===== config.mk =====
export PLATFORM = sky130hd
export DESIGN_NAME = pe_shift_accumulator_flat
export DESIGN_NICKNAME = d
export VERILOG_FILES = /design/src/rtl/pe_shift_accumulator_if.sv /design/src/rtl/pe_shift_accumulator.sv /design/src/flat_wrapper.sv
export SDC_FILE = /design/constraint.sdc
export NUM_CORES = 1
export LEC_CHECK = 0
export ABC_AREA = 1
export BUFFER_PORTS_ARGS = -buffer_cell sky130_fd_sc_hd__buf_4
export CAP_MARGIN = 20
export CELL_PAD_IN_SITES_DETAIL_PLACEMENT = 1
export CELL_PAD_IN_SITES_GLOBAL_PLACEMENT = 1
export CORE_ASPECT_RATIO = 0.9
export CORE_MARGIN = 3
export CORE_UTILIZATION = 25
export CTS_CLUSTER_DIAMETER = 100
export CTS_CLUSTER_SIZE = 14
export DETAILED_ROUTE_END_ITERATION = 10
export PLACE_DENSITY_LB_ADDON = 0.1
export SETUP_SLACK_MARGIN = 0.5
export SKIP_CTS_REPAIR_TIMING = 1
export SLEW_MARGIN = 20
export SYNTH_ARGS = -nofsm -noshare
export SYNTH_HDL_FRONTEND = slang
export SYNTH_SLANG_ARGS = --single-unit

===== constraint.sdc =====
create_clock -name clk -period 5.5 [get_ports clk]
set_clock_uncertainty 0.2 [all_clocks]
set_input_delay 0.55 -clock clk [delete_from_list [all_inputs] [get_ports clk]]
set_output_delay 0.55 -clock clk [all_outputs]
set_load 0.1 [all_outputs]

===== src/rtl/pe_shift_accumulator_if.sv =====
//------------------------------------------------------------------------------
// Module   : pe_shift_accumulator_if
// Purpose  : Beat-in / result-out bundle for the PE shift accumulator.
//            Input side: valid/ready beat carrying 10 bit-plane tree sums, two
//            compensation sums and frame framing/mode bits.
//            Output side: valid/ready result register with two signed lanes
//            and a one-cycle error pulse.
// Modports : master - producer/consumer side (drives beats, out_ready)
//            slave  - accumulator side (drives in_ready, results, err)
// Revision : 1.0 - initial release
//------------------------------------------------------------------------------
`default_nettype none

interface pe_shift_accumulator_if #(
  parameter int ADDER_TREE_OUT_BITWIDTH = 9,
  parameter int ACC_W                   = 32
) ();
  logic                                 in_valid;
  logic                                 in_ready;
  logic                                 in_first;
  logic                                 in_last;
  logic                                 in_signed;
  logic [2:0]                           mode;
  logic [10*ADDER_TREE_OUT_BITWIDTH-1:0] sum;
  logic [2*ADDER_TREE_OUT_BITWIDTH-1:0]  compensation_sum;
  logic                                 out_valid;
  logic                                 out_ready;
  logic [ACC_W-1:0]                     result_lo;
  logic [ACC_W-1:0]                     result_hi;
  logic                                 err;

  modport master (
    output in_valid, in_first, in_last, in_signed, mode, sum, compensation_sum, out_ready,
    input  in_ready, out_valid, result_lo, result_hi, err
  );

  modport slave (
    input  in_valid, in_first, in_last, in_signed, mode, sum, compensation_sum, out_ready,
    output in_ready, out_valid, result_lo, result_hi, err
  );
endinterface

`default_nettype wire


===== src/rtl/pe_shift_accumulator.sv =====
//------------------------------------------------------------------------------
// Module   : pe_shift_accumulator
// Purpose  : Recombines the 10 bit-plane adder-tree sums plus 2 compensation
//            sums into a signed partial product per beat (stage 1), then
//            accumulates the partial products over a frame (stage 2) and
//            presents the dot-product result through a valid/ready register.
//            In 8b mode activations arrive MSB first, so the accumulator is
//            shifted left by one per beat.
// Ports    : clk  - clock
//            rst  - asynchronous active-high reset
//            bus  - pe_shift_accumulator_if.slave (beats in, results out, err)
// Revision : 1.0 - initial release
//------------------------------------------------------------------------------
`default_nettype none

module pe_shift_accumulator #(
  parameter int COLUMN_NUM              = 256,
  parameter int ADDER_TREE_OUT_BITWIDTH = 9,
  parameter int ACC_W                   = 32,
  parameter int MAX_BEATS               = 16
) (
  input  logic                   clk,
  input  logic                   rst,
  pe_shift_accumulator_if.slave  bus
);

  localparam int W     = ADDER_TREE_OUT_BITWIDTH;
  localparam int CNT_W = $clog2(MAX_BEATS + 1);

  localparam logic [2:0]       c_mode_8b      = 3'b000;
  localparam logic [2:0]       c_mode_4b      = 3'b001;
  localparam logic [2:0]       c_mode_1b      = 3'b010;
  localparam logic [2:0]       c_mode_fp      = 3'b100;
  localparam logic [ACC_W-1:0] c_xnor_offset  = ACC_W'(10 * COLUMN_NUM);
  localparam logic [CNT_W-1:0] c_max_beats    = CNT_W'(MAX_BEATS);

  typedef enum logic [1:0] {
    ST_IDLE  = 2'd0,
    ST_ACCUM = 2'd1,
    ST_FLUSH = 2'd2,
    ST_HOLD  = 2'd3
  } state_t;

  state_t           r_state;
  logic [CNT_W-1:0] r_cnt;
  logic [2:0]       r_mode;
  logic             r_signed;

  // stage 1 (partial product) registers
  logic             r_s1_valid, r_s1_first, r_s1_last, r_s1_signed;
  logic [2:0]       r_s1_mode;
  logic [ACC_W-1:0] r_p_lo, r_p_hi;

  // stage 2 (accumulator) and output registers
  logic [ACC_W-1:0] r_acc_lo, r_acc_hi, r_result_lo, r_result_hi;
  logic             r_out_valid, r_err;

  logic             w_in_ready, w_accept, w_start, w_cont, w_drop, w_restart;
  logic             w_overrun, w_bad_mode, w_ovf, w_frame_signed;
  logic [2:0]       w_frame_mode;
  logic [CNT_W-1:0] w_cnt_inc;
  logic [ACC_W-1:0] w_p_lo, w_p_hi;
  logic [ACC_W-1:0] w_wsum_all, w_wsum_a, w_wsum_b, w_plain, w_comp0, w_comp1;
  logic signed [ACC_W+1:0] w_wide_lo, w_wide_hi;
  logic             w_neg, w_dbl;

  // ---------------------------------------------------------------- handshake
  assign w_in_ready = (r_state != ST_FLUSH) && !((r_state == ST_HOLD) && !bus.out_ready);
  assign w_accept   = bus.in_valid && w_in_ready;
  assign w_start    = w_accept && bus.in_first;
  assign w_cont     = w_accept && !bus.in_first && (r_state == ST_ACCUM);
  assign w_drop     = w_accept && !bus.in_first && (r_state != ST_ACCUM);
  assign w_restart  = w_start && (r_state == ST_ACCUM);
  assign w_cnt_inc  = r_cnt + 1'b1;
  assign w_overrun  = w_cont && !bus.in_last && (w_cnt_inc == c_max_beats);

  // Mode/sign come from the bus only on a frame's first beat, else the latch.
  assign w_frame_mode   = w_start ? bus.mode : r_mode;
  assign w_frame_signed = w_start ? bus.in_signed : r_signed;
  assign w_bad_mode     = w_start && !(bus.mode inside {c_mode_8b, c_mode_4b, c_mode_1b, c_mode_fp});

  // ------------------------------------------------------------ recombination
  always_comb begin
    w_wsum_all = '0;
    w_wsum_a   = '0;
    w_wsum_b   = '0;
    w_plain    = '0;
    w_comp0    = ACC_W'(bus.compensation_sum[W-1:0]);
    w_comp1    = ACC_W'(bus.compensation_sum[2*W-1:W]);
    for (int j = 0; j < 10; j++) begin
      w_wsum_all = w_wsum_all + (ACC_W'(bus.sum[j*W +: W]) << j);
      w_plain    = w_plain + ACC_W'(bus.sum[j*W +: W]);
      if (j < 5) w_wsum_a = w_wsum_a + (ACC_W'(bus.sum[j*W +: W]) << j);
      else       w_wsum_b = w_wsum_b + (ACC_W'(bus.sum[j*W +: W]) << (j - 5));
    end
    w_p_lo = '0;
    w_p_hi = '0;
    case (w_frame_mode)
      c_mode_8b: w_p_lo = w_wsum_all + w_comp0 + (w_comp1 << 1);
      c_mode_4b: begin
        w_p_lo = w_wsum_a + w_comp0;
        w_p_hi = w_wsum_b + w_comp1;
      end
      c_mode_1b: w_p_lo = (w_plain << 1) - c_xnor_offset;
      c_mode_fp: w_p_lo = w_wsum_all + ((w_comp0 - w_comp1) << 10);
      default:   w_p_lo = '0;
    endcase
  end

  // ------------------------------------------------------------- accumulation
  // Two guard bits cover the worst case (acc<<1)+P without wrapping.
  function automatic logic signed [ACC_W+1:0] acc_step(
    input logic [ACC_W-1:0] acc, input logic [ACC_W-1:0] p,
    input logic first, input logic neg, input logic dbl);
    logic signed [ACC_W+1:0] a, x;
    a = {{2{acc[ACC_W-1]}}, acc};
    x = {{2{p[ACC_W-1]}}, p};
    if (first)    return neg ? -x : x;
    else if (dbl) return (a <<< 1) + x;
    else          return a + x;
  endfunction

  function automatic logic is_ovf(input logic signed [ACC_W+1:0] v);
    return !((&v[ACC_W+1:ACC_W-1]) || !(|v[ACC_W+1:ACC_W-1]));
  endfunction

  function automatic logic [ACC_W-1:0] saturate(input logic signed [ACC_W+1:0] v);
    if (!is_ovf(v))       return v[ACC_W-1:0];
    else if (v[ACC_W+1])  return {1'b1, {(ACC_W-1){1'b0}}};
    else                  return {1'b0, {(ACC_W-1){1'b1}}};
  endfunction

  assign w_dbl     = (r_s1_mode == c_mode_8b);
  assign w_neg     = w_dbl && r_s1_signed;
  assign w_wide_lo = acc_step(r_acc_lo, r_p_lo, r_s1_first, w_neg, w_dbl);
  assign w_wide_hi = acc_step(r_acc_hi, r_p_hi, r_s1_first, w_neg, w_dbl);
  assign w_ovf     = r_s1_valid && (is_ovf(w_wide_lo) || is_ovf(w_wide_hi));

  // -------------------------------------------------------- FSM and datapath
  always_ff @(posedge clk or posedge rst) begin
    if (rst) begin
      r_state     <= ST_IDLE;
      r_cnt       <= '0;
      r_mode      <= '0;
      r_signed    <= 1'b0;
      r_s1_valid  <= 1'b0;
      r_s1_first  <= 1'b0;
      r_s1_last   <= 1'b0;
      r_s1_signed <= 1'b0;
      r_s1_mode   <= '0;
      r_p_lo      <= '0;
      r_p_hi      <= '0;
      r_acc_lo    <= '0;
      r_acc_hi    <= '0;
      r_result_lo <= '0;
      r_result_hi <= '0;
      r_out_valid <= 1'b0;
      r_err       <= 1'b0;
    end else begin
      // frame control
      if (w_start) begin
        r_cnt    <= CNT_W'(1);
        r_mode   <= bus.mode;
        r_signed <= bus.in_signed;
        r_state  <= bus.in_last ? ST_FLUSH : ST_ACCUM;
      end else begin
        case (r_state)
          ST_ACCUM: if (w_cont) begin
            if (bus.in_last) begin
              r_state <= ST_FLUSH;
            end else if (w_overrun) begin
              r_state <= ST_IDLE;
              r_cnt   <= '0;
            end else begin
              r_cnt <= w_cnt_inc;
            end
          end
          ST_FLUSH: if (r_s1_valid && r_s1_last) r_state <= ST_HOLD;
          ST_HOLD:  if (r_out_valid && bus.out_ready) r_state <= ST_IDLE;
          default:  r_state <= ST_IDLE;
        endcase
      end

      // stage 1: overrun beat is discarded so it never reaches the accumulator
      r_s1_valid  <= w_start || (w_cont && !w_overrun);
      r_s1_first  <= w_start;
      r_s1_last   <= bus.in_last;
      r_s1_mode   <= w_frame_mode;
      r_s1_signed <= w_frame_signed;
      r_p_lo      <= w_p_lo;
      r_p_hi      <= w_p_hi;

      // stage 2
      if (r_s1_valid) begin
        r_acc_lo <= saturate(w_wide_lo);
        r_acc_hi <= saturate(w_wide_hi);
      end
      if (r_s1_valid && r_s1_last) begin
        r_result_lo <= saturate(w_wide_lo);
        r_result_hi <= saturate(w_wide_hi);
        r_out_valid <= 1'b1;
      end else if (r_out_valid && bus.out_ready) begin
        r_out_valid <= 1'b0;
      end

      r_err <= w_drop || w_restart || w_overrun || w_bad_mode || w_ovf;
    end
  end

  assign bus.in_ready  = w_in_ready;
  assign bus.out_valid = r_out_valid;
  assign bus.result_lo = r_result_lo;
  assign bus.result_hi = r_result_hi;
  assign bus.err       = r_err;

endmodule

`default_nettype wire


===== src/flat_wrapper.sv =====
// flat-port wrapper written by rule: the top's interface ports become plain ports
module pe_shift_accumulator_flat 
#(
  parameter int COLUMN_NUM              = 256,
  parameter int ADDER_TREE_OUT_BITWIDTH = 9,
  parameter int ACC_W                   = 32,
  parameter int MAX_BEATS               = 16
)
  (clk, rst, bus_in_valid, bus_in_first, bus_in_last, bus_in_signed, bus_mode, bus_sum, bus_compensation_sum, bus_out_ready, bus_in_ready, bus_out_valid, bus_result_lo, bus_result_hi, bus_err);
  pe_shift_accumulator_if #(.ADDER_TREE_OUT_BITWIDTH(ADDER_TREE_OUT_BITWIDTH), .ACC_W(ACC_W)) bus_i ();
  input  logic clk;
  input  logic rst;
  input wire logic [$bits(bus_i.in_valid)-1:0] bus_in_valid;
  input wire logic [$bits(bus_i.in_first)-1:0] bus_in_first;
  input wire logic [$bits(bus_i.in_last)-1:0] bus_in_last;
  input wire logic [$bits(bus_i.in_signed)-1:0] bus_in_signed;
  input wire logic [$bits(bus_i.mode)-1:0] bus_mode;
  input wire logic [$bits(bus_i.sum)-1:0] bus_sum;
  input wire logic [$bits(bus_i.compensation_sum)-1:0] bus_compensation_sum;
  input wire logic [$bits(bus_i.out_ready)-1:0] bus_out_ready;
  output wire logic [$bits(bus_i.in_ready)-1:0] bus_in_ready;
  output wire logic [$bits(bus_i.out_valid)-1:0] bus_out_valid;
  output wire logic [$bits(bus_i.result_lo)-1:0] bus_result_lo;
  output wire logic [$bits(bus_i.result_hi)-1:0] bus_result_hi;
  output wire logic [$bits(bus_i.err)-1:0] bus_err;
  assign bus_i.in_valid = bus_in_valid;
  assign bus_i.in_first = bus_in_first;
  assign bus_i.in_last = bus_in_last;
  assign bus_i.in_signed = bus_in_signed;
  assign bus_i.mode = bus_mode;
  assign bus_i.sum = bus_sum;
  assign bus_i.compensation_sum = bus_compensation_sum;
  assign bus_i.out_ready = bus_out_ready;
  assign bus_in_ready = bus_i.in_ready;
  assign bus_out_valid = bus_i.out_valid;
  assign bus_result_lo = bus_i.result_lo;
  assign bus_result_hi = bus_i.result_hi;
  assign bus_err = bus_i.err;
  pe_shift_accumulator #(.COLUMN_NUM(COLUMN_NUM), .ADDER_TREE_OUT_BITWIDTH(ADDER_TREE_OUT_BITWIDTH), .ACC_W(ACC_W), .MAX_BEATS(MAX_BEATS)) u_core (.clk(clk), .rst(rst), .bus(bus_i));
endmodule

==> key figures <==
Synthesis
  • Ys Warns: 0
  • Largest family of logic cells by synthesized area: simple AND/OR/NAND/NOR gates
  • Synth area leader: dfrtp_1
  • Syn Area/Cell: 6.62 um2
  • Top cell type's share of synthesized area: 0.188
  • Register area share after synthesis: 0.188
  • Yosys reg bits: 191
  • Post-synth EDFFs: 0
  • Synth unique cells: 60
  • Syn Inst Count: 3847
  • Cell area after synthesis: 25500 um2
  • XOR/XNOR share of the synthesized area: 0.0381
  • Share of synthesized registers carrying an async set or reset: 1.00
  • Compound-Gate Fraction of Synth Area: 0.130
  • Main synth FF type: dfrtp_1
  • Mux share of post-synthesis cell area: 0.000393
  • Synth Area in Adders: 0.238
  • Synth Area in Simple Gates: 0.302
  • Syn nets: 4357
  • Synth top area cells: dfrtp_1 19%, nand2_1 19%, fa_1 12%, ha_1 12%, inv_1 8.8%

Clocking
  • Clock buffer depth: 2
  • Clock-pin slew on the worst setup and hold paths: 0.08 ns
  • Clk_lat worst skew: 0.52 ns
  • CTS root buffer: clkbuf_16
  • Total clock sinks: 191
  • CTS tree: built
  • CTS H-Tree Depth: 4
  • CTS Buf Count: 17

STA
  • RSZ-0062 raised after global routing: true
  • Worst-Margin Slew: 0.989 ns
  • Fmax: 127 MHz
  • Worst Setup Slack, final: -2.38 ns
  • Setup Viol. Count Final: 26
  • Slew margin rel.: 0.341
  • Fraction of the cycle the final worst path needs: 1.43
  • Endpoints failing hold: 0
  • Max Slew Vio Count: 0
  • Post-route minimum period: 7.88 ns

Setup path
  • Reg2reg path depth: 21
  • Worst endpoint required time: 5.75 ns
  • Worst path max stage delay: 0.50 ns
  • RR Startpoint: u_core.r_p_hi[0]$_DFF_PP0_
  • CP Capture Type: register
  • Crit path kind: primary input to register
  • Critical Path AT: 8.13 ns
  • Reg2reg setup slack: 1.24 ns
  • Worst-path fanout max: 4
  • Worst Setup Start Kind: primary input
  • R2r endpoint: u_core.bus.err$_DFF_PP0_
  • Cell with the largest stage delay on the worst path: fa_1

Placed design
  • Post-DP HPWL: 87400 um
  • IO buf count: 184
  • GPL Wtd Cong: 0.870
  • DP Worst Slack: -3.21 ns

Final layout
  • Share of layout cells above drive strength 1: 0.190
  • Most frequent cells in the layout: 1234 x nand2_1, 563 x inv_1, 446 x buf_4, 262 x nor2_1, 210 x a21oi_1
  • Finished Core Util: 0.322
  • Most common cell after layout, fill and taps aside: nand2_1
  • Area delta synth->final: 27.2%
  • Total Nets Final: 4766

Route
  • Vias: 25679
  • DR WL/cell: 18.7 um
  • Initial DRC Count: 1241
  • Remaining DRCs: 0
  • Final wirelength: 105000 um
  • ANT nets after route: 0
  • DR pass1 iterations: 5
  • Vias per inst: 4.57

Min path
  • HP Start: bus_out_ready
  • Hold path depth: 2
  • Endpoint, Worst Hold: u_core.bus.out_valid$_DFFE_PP0P_
  • Worst hold-check path type: primary input to register

Floorplanning
  • Core Region: 101000 um2
  • Die area: 106000 um2
  • FP Rows: 110
  • Ports: 185
  • Die Ht: 309 um
  • Initial core utilization: 0.253
  • Die X: 343 um

Global route
  • Vias in the first global route: 27254
  • First-pass GRT wire length: 161000 um
  • Antenna violations before repair: 0
  • Overall routing resource usage: 0.199
  • Largest net degree at the start of global routing: 91
  • Total congestion overflow: 0

Job
  • Maxcap violations: 0

Run status
  • Failing checks: negative setup slack
  • Run status: finished, violations left
[critical path: cells and delay by family]
kind	cells	cell delay [ns]
fa+ha+maj	10	3.70
compound gates	11	1.69
simple gates	9	0.93
buf+inv	10	0.79
xor+xnor	3	0.44
[area by class of cell]
| type | count | area [um2] |
|---|---|---|
| Timing Repair Buffer | 471 | 3640 |
| Multi-Input combinational cell | 2965 | 19400 |
| Tap cell | 1344 | 1680 |
| Antenna cell | 1 | 2.50 |
| Sequential cell | 191 | 4780 |
| Clock buffer | 17 | 425 |
| Clock inverter | 15 | 149 |
| Inverter | 610 | 2300 |
| Fill cell | 12551 | 68200 |
[cells in the mapped netlist (all sizes together), types with 37 or more instances]
cell / instances
xnor2: 40
inv: 607
dfrtp: 191
ha: 239
o21ai: 194
clkbuf: 44
nor3: 49
nor2: 275
a21oi: 252
nand3: 205
buf: 37
xor2: 71
fa: 153
nand2: 1270
[state kept, by name, indices dropped and copies added, names as in the netlist]
| signal | flops |
|---|---|
| u_core.bus.result_hi | 32 |
| u_core.bus.result_lo | 32 |
| u_core.r_acc_hi | 32 |
| u_core.r_acc_lo | 32 |
| u_core.r_p_lo | 32 |
| u_core.r_p_hi | 15 |
| u_core.r_cnt | 5 |
| u_core.r_mode | 3 |
| u_core.r_state | 2 |
| u_core.bus.err | 1 |
| u_core.bus.out_valid | 1 |
| u_core.r_s1_first | 1 |
| u_core.r_s1_last | 1 |
| u_core.r_s1_valid | 1 |
| u_core.r_signed | 1 |
[metrics by stage]
step	setup TNS (ns)	hold slack [ns]	area (um2)	instances
global route	-59.60	0.0301	32400	5613
finish	-50.39	0.0336	32400	5614
global placement	-68.75	0.265	30400	5554
detailed placement	-72.12	0.268	30400	5554
floorplan	-49.97	0.259	25800	3847
CTS	-56.96	-0.132	31000	5586
[logic make-up after synthesis]
logic type / Yosys count
AO/OA/AOI/OAI: 586
multiplexers: 1
buffers and inverters: 691
XOR/XNOR: 111
adder cells (fa/ha/maj): 392
flip-flops: 191
AND/OR/NAND/NOR: 1875
[worst max-delay path by stage]
stage / start / endpoint / slack (ns)
floorplan: bus_sum[1] / u_core.r_p_lo[20]$_DFF_PP0_ / -2.47
global placement: bus_sum[1] / u_core.r_p_lo[28]$_DFF_PP0_ / -3.02
detailed placement: bus_sum[1] / u_core.r_p_lo[20]$_DFF_PP0_ / -3.21
CTS: bus_sum[1] / u_core.r_p_lo[20]$_DFF_PP0_ / -2.66
global route: bus_sum[9] / u_core.r_p_lo[31]$_DFF_PP0_ / -2.79
finish: bus_sum[9] / u_core.r_p_lo[31]$_DFF_PP0_ / -2.38
[routing by layer]
layer  global-route usage  share of wire
met1                0.283           0.51
met2                0.329           0.46
met3               0.0201          0.024
met4               0.0390          0.012
met5                    0              0
Power is left out: the tool's default activity adds up to more than one toggle a clock period on the data nets, which glitch-free logic cannot reach.
